**config.mk**
```make
export PLATFORM = sky130hd
export DESIGN_NAME = seq_pattern_tx
export DESIGN_NICKNAME = d
export VERILOG_FILES = /design/src/rtl/seq_pattern_tx.sv
export SDC_FILE = /design/constraint.sdc
export NUM_CORES = 1
export LEC_CHECK = 0
export BUFFER_PORTS_ARGS = -buffer_cell sky130_fd_sc_hd__clkbuf_2
export CORE_ASPECT_RATIO = 2
export CORE_MARGIN = 2
export CORE_UTILIZATION = 40
export CTS_CLUSTER_SIZE = 24
export DETAILED_ROUTE_END_ITERATION = 10
export GPL_ROUTABILITY_DRIVEN = 0
export PLACE_DENSITY = 0.62
export REMOVE_ABC_BUFFERS = 1
export SYNTH_ARGS = -nofsm -noshare
export SYNTH_HDL_FRONTEND = slang
export SYNTH_SLANG_ARGS = --single-unit
```
**constraint.sdc**
```tcl
create_clock -name clk -period 2.2 [get_ports clk]
set_clock_uncertainty 0.15 [all_clocks]
set_input_delay 0.44 -clock clk [delete_from_list [all_inputs] [get_ports clk]]
set_output_delay 0.44 -clock clk [all_outputs]
set_load 0.03 [all_outputs]
```
**src/rtl/seq_pattern_tx.sv**
```systemverilog
// ---------------------------------------------------------------------------
// seq_pattern_tx
//
// Serialises a programmable bit pattern MSB-first, repeated a programmable
// number of times, for driving the serial input of a sequence detector.
//
// A start request seen in IDLE with a legal length (1..8) captures pattern,
// len and reps. The first bit appears on q in the very next cycle.
// Repetitions follow each other with no gap. After the last bit the FSM
// spends one cycle in DONE (done=1) and then returns to IDLE. A start with
// an illegal length (0 or >8) goes straight to DONE and sends no bits.
//
// Ports
//   clk        in   1  system clock, rising edge
//   rst        in   1  synchronous reset, active low; has priority over start
//   start      in   1  transfer request, sampled only in IDLE
//   pattern    in   8  bits to send, captured on an accepted start
//   len        in   4  pattern length in bits (legal 1..8)
//   reps       in   4  repetition count (0 is treated as 1)
//   q          out  1  registered serial data, 0 when no bit is carried
//   bit_valid  out  1  high in every cycle that q carries a pattern bit
//   busy       out  1  high in SHIFT and DONE
//   done       out  1  single-cycle completion pulse (DONE state)
//   pst        out  2  present state (registered)
//   nst        out  2  next state (combinational)
// ---------------------------------------------------------------------------
module seq_pattern_tx (
    input  logic       clk,
    input  logic       rst,
    input  logic       start,
    input  logic [7:0] pattern,
    input  logic [3:0] len,
    input  logic [3:0] reps,
    output logic       q,
    output logic       bit_valid,
    output logic       busy,
    output logic       done,
    output logic [1:0] pst,
    output logic [1:0] nst
);

    // Encoding is visible on pst/nst, so it is fixed explicitly.
    typedef enum logic [1:0] {
        StIdle    = 2'b00,
        StShift   = 2'b01,
        StDone    = 2'b10,
        StIllegal = 2'b11
    } state_e;

    // ------------------------------------------------------------------
    // State and captured transfer parameters
    // ------------------------------------------------------------------
    state_e     r_state;
    logic [7:0] r_pat;       // captured pattern
    logic [2:0] r_last_idx;  // captured len-1: index of the first (MSB) bit
    logic [2:0] r_idx;       // index of the bit currently on q
    logic [3:0] r_rep;       // repetitions remaining, including the current one
    logic       r_q;
    logic       r_bv;

    // ------------------------------------------------------------------
    // Next-state values
    // ------------------------------------------------------------------
    state_e     w_state_nxt;
    logic [7:0] w_pat_nxt;
    logic [2:0] w_last_idx_nxt;
    logic [2:0] w_idx_nxt;
    logic [3:0] w_rep_nxt;
    logic       w_q_nxt;
    logic       w_bv_nxt;

    logic       w_len_ok;
    logic [2:0] w_len_m1;
    logic [2:0] w_idx_dec;
    logic [3:0] w_reps_eff;

    assign w_len_ok   = (len != 4'd0) && (len <= 4'd8);
    // Only meaningful when w_len_ok; len-1 then always fits in 3 bits.
    assign w_len_m1   = 3'(len - 4'd1);
    assign w_idx_dec  = r_idx - 3'd1;
    assign w_reps_eff = (reps == 4'd0) ? 4'd1 : reps;

    // ------------------------------------------------------------------
    // Next-state and datapath logic
    // ------------------------------------------------------------------
    always_comb begin
        w_state_nxt    = r_state;
        w_pat_nxt      = r_pat;
        w_last_idx_nxt = r_last_idx;
        w_idx_nxt      = r_idx;
        w_rep_nxt      = r_rep;
        w_q_nxt        = 1'b0;
        w_bv_nxt       = 1'b0;

        case (r_state)
            StIdle: begin
                if (start) begin
                    if (w_len_ok) begin
                        w_state_nxt    = StShift;
                        w_pat_nxt      = pattern;
                        w_last_idx_nxt = w_len_m1;
                        w_idx_nxt      = w_len_m1;
                        w_rep_nxt      = w_reps_eff;
                        // First bit is loaded at the accepting edge so it is
                        // on q in the cycle right after it.
                        w_q_nxt        = pattern[w_len_m1];
                        w_bv_nxt       = 1'b1;
                    end else begin
                        w_state_nxt = StDone;
                    end
                end
            end

            StShift: begin
                if (r_idx != 3'd0) begin
                    w_idx_nxt = w_idx_dec;
                    w_q_nxt   = r_pat[w_idx_dec];
                    w_bv_nxt  = 1'b1;
                end else if (r_rep > 4'd1) begin
                    // Restart at the MSB with no idle cycle in between.
                    w_rep_nxt = r_rep - 4'd1;
                    w_idx_nxt = r_last_idx;
                    w_q_nxt   = r_pat[r_last_idx];
                    w_bv_nxt  = 1'b1;
                end else begin
                    w_state_nxt = StDone;
                end
            end

            StDone: begin
                w_state_nxt = StIdle;
            end

            default: begin
                // Unused encoding recovers to IDLE.
                w_state_nxt = StIdle;
            end
        endcase
    end

    // ------------------------------------------------------------------
    // State register with synchronous active-low reset
    // ------------------------------------------------------------------
    always_ff @(posedge clk) begin
        if (!rst) begin
            r_state    <= StIdle;
            r_pat      <= 8'd0;
            r_last_idx <= 3'd0;
            r_idx      <= 3'd0;
            r_rep      <= 4'd0;
            r_q        <= 1'b0;
            r_bv       <= 1'b0;
        end else begin
            r_state    <= w_state_nxt;
            r_pat      <= w_pat_nxt;
            r_last_idx <= w_last_idx_nxt;
            r_idx      <= w_idx_nxt;
            r_rep      <= w_rep_nxt;
            r_q        <= w_q_nxt;
            r_bv       <= w_bv_nxt;
        end
    end

    // ------------------------------------------------------------------
    // Outputs
    // ------------------------------------------------------------------
    assign q         = r_q;
    assign bit_valid = r_bv;
    assign busy      = (r_state == StShift) || (r_state == StDone);
    assign done      = (r_state == StDone);
    assign pst       = r_state;
    assign nst       = w_state_nxt;

endmodule
```
==> reports/qor.txt <==
Slew @ Worst Pin: 0.3467 ns
Worst-Skew Late Latency: 0.27 ns
hold wc startpoint: pattern[6]
Mapped Cells: 164
DR DRC count: 0
cells along the critical path: clkbuf_2 -> inv_1 -> ha_2 -> nor2b_2 -> o211a_1 -> a21oi_2 -> nand2_2 -> buf_8
Worst R2R Setup Slack: 0.17 ns
die height: 88.12 um
Routed Antenna Nets: 0
Util after Layout: 55.59%
Total GRT Usage: 20.95%
WP data arrival: 1.59 ns
Hold EP: r_pat[6]$_SDFFE_PN0P_
input/output buffers: 26
Fin. Hold Viols: 0
first-pass GRT wire length: 6189 um
average via count per standard cell: 5.707
routed wire length: 3689 um
post-place setup slack: -0.01292 ns
reg2reg end: r_idx[1]$_SDFFE_PN0P_
commonest non-fill, non-tap cell in the layout: nand2_1
Synth Flop Type: dfxtp_1
hold path depth: 3
crit-path max FO: 3
PwrDens: 707.0 nW/um^2
worst reg2reg path depth: 9
critical path launch point type: input port
Std-Cell Rows: 30
EDFF count, synth: 0
Max Freq: 0.4584 GHz
post-synthesis register bit count: 22
CTS tree: done
Slew Limit Fails: 0
Synth area leaders: dfxtp_1, nand2_1, ha_1
Final Worst Setup Slack: 0.01842 ns
minimum clock period: 2.182 ns
Layout area overhead: 32.71%
run status: complete, no violations
VDD IR max: 0.4728 mV
crit-path max cell delay: 0.26 ns
Die X: 46.06 um
DP HPWL: 2796 um
final period utilization: 99.16%
vias in the first global route: 1,406
Vias: 1,381
antenna violations before repair: 0
total iterations of the first detailed-routing run: 4
Avg WL per Cell: 15.24 um
Yosys cell types: 38
core box area: 3378 um^2
pin count of the biggest net entering global routing: 16
Slowest cell on crit path: o211a_1
post-route setup TNS: 0 ns
CP bufs+invs: 3
clk buf depth: 2
top-area cell type share of the netlist area: 31.12%
max_slew headroom: 76.89%
Synthesis Warnings: 0
Final nets: 239
Syn Area/Cell: 8.629 um^2
post-synthesis async set-or-reset flop share: 0%
Worst EP required: 1.61 ns
largest area contributor in the netlist: dfxtp_1
most frequent cells in the layout: nand2_1, clkbuf_2, buf_4
Final setup violation count: 0
CTS Hold Bufs: 0
r2r startpoint: r_rep[0]$_SDFFE_PN0P_
Iter 0 DRT Violations: 37
die area: 4059 um^2
MaxCap Viol Count: 0
Initial Utilization: 41.89%
total CTS buffers: 3
CP Class: in2out
H-tree Lvls: 1
CTS clk-pin slew, worst paths: 0.08 ns
root buffer cell: clkbuf_8
Seq/Total Area, Yosys: 31.12%
Crit. End Element: primary output
gr ovfl total: 0
Ant. Diodes: 0
Worst path top cell family by delay: compound AO/OA/AOI/OAI gates
io pins: 27
leak pwr: 0.0008395 uW
Tightest Hold Check Type: in2reg
Sink Count: 22
share of cells above drive strength 1: 38.10%
mapped cell area: 1415 um^2
## repair_timing
item | in CTS | in global routing
pin swaps | 3 | 5
gates resized for setup | 12 | 19
setup endpoints to repair | 2 | 3
buffers inserted | 6 | 4
## cells in the mapped netlist (all sizes together) (2+ instances only)
cell	count
a21boi	11
a21oi	6
and2	4
buf	4
clkbuf	3
dfxtp	22
ha	8
inv	13
mux2i	2
mux4	6
nand2	29
nand2b	4
nor2	7
nor2b	5
nor3	5
nor3b	2
o211a	4
o211ai	4
o21ai	8
o22ai	5
## routing by layer
metal	vias up	GRT usage [%]	wire length (um)
met3	13	2.474	105
met1	662	21.68	1375
met5	-	0	0
li1	673	-	-
met2	33	37.25	2058
met4	0	12.99	150
## worst max path at each step
stage	start	endpoint	slack, ns	cells after the start
2_1_floorplan	pst[0]$_SDFF_PN0_	nst[0]	-0.31	3
3_3_place_gp	len[0]	nst[0]	0.02	8
3_5_place_dp	len[0]	nst[1]	-0.01	8
4_1_cts	len[0]	nst[1]	0.004	8
5_1_grt	len[0]	nst[1]	-0.03	8
6_report	len[1]	nst[1]	0.02	8
## tightest hold or removal path, stage by stage
cell      delay [ns]
clkbuf_2        0.09
nand2_1         0.04
a21boi_0        0.06
## report_power, final
group          internal [uW]  switching (uW)
Sequential               442            43.3
Clock                    122             133
Combinational            302             286
## flip-flops by register name, indices dropped and copies added (netlist names)
signal / flops
r_idx: 3
q: 1
bit_valid: 1
r_last_idx: 3
r_pat: 8
pst: 2
r_rep: 4
## cell families after synthesis
kind of cell               after synthesis  share of synthesized area [%]
AOI/OAI and AO/OA                       44                          22.10
xor gates and xnor gates                 1                         0.6190
adders and majority gates                8                          7.074
buffers and inverters                   20                          5.570
DFF                                     22                          31.12
muxes                                    9                          12.29
and+or+nand+nor                         60                          21.22
## layout make-up
class | instances | area, um^2
clock buffer | 3 | 41.29
fill | 327 | 1500
inverter | 13 | 48.80
multi-input combinational | 122 | 965.9
sequential | 22 | 446.7
tap | 32 | 40.04
timing repair buffer | 50 | 335.3
## per-stage QoR
stage | std cells | power, uW | area, um^2 | hold slack (ns)
final | 242 | 1328 | 1878 | 0.2602
after global routing | 242 | 1410 | 1878 | 0.2783
after CTS | 238 | 1268 | 1798 | 0.2636
after detailed placement | 229 | 945.0 | 1673 | 0.3148
after global placement | 229 | 929.8 | 1673 | 0.3042
after floorplan | 157 | 785.4 | 1385 | 0.2898
No activity file was read; power rests on OpenSTA's default activity.
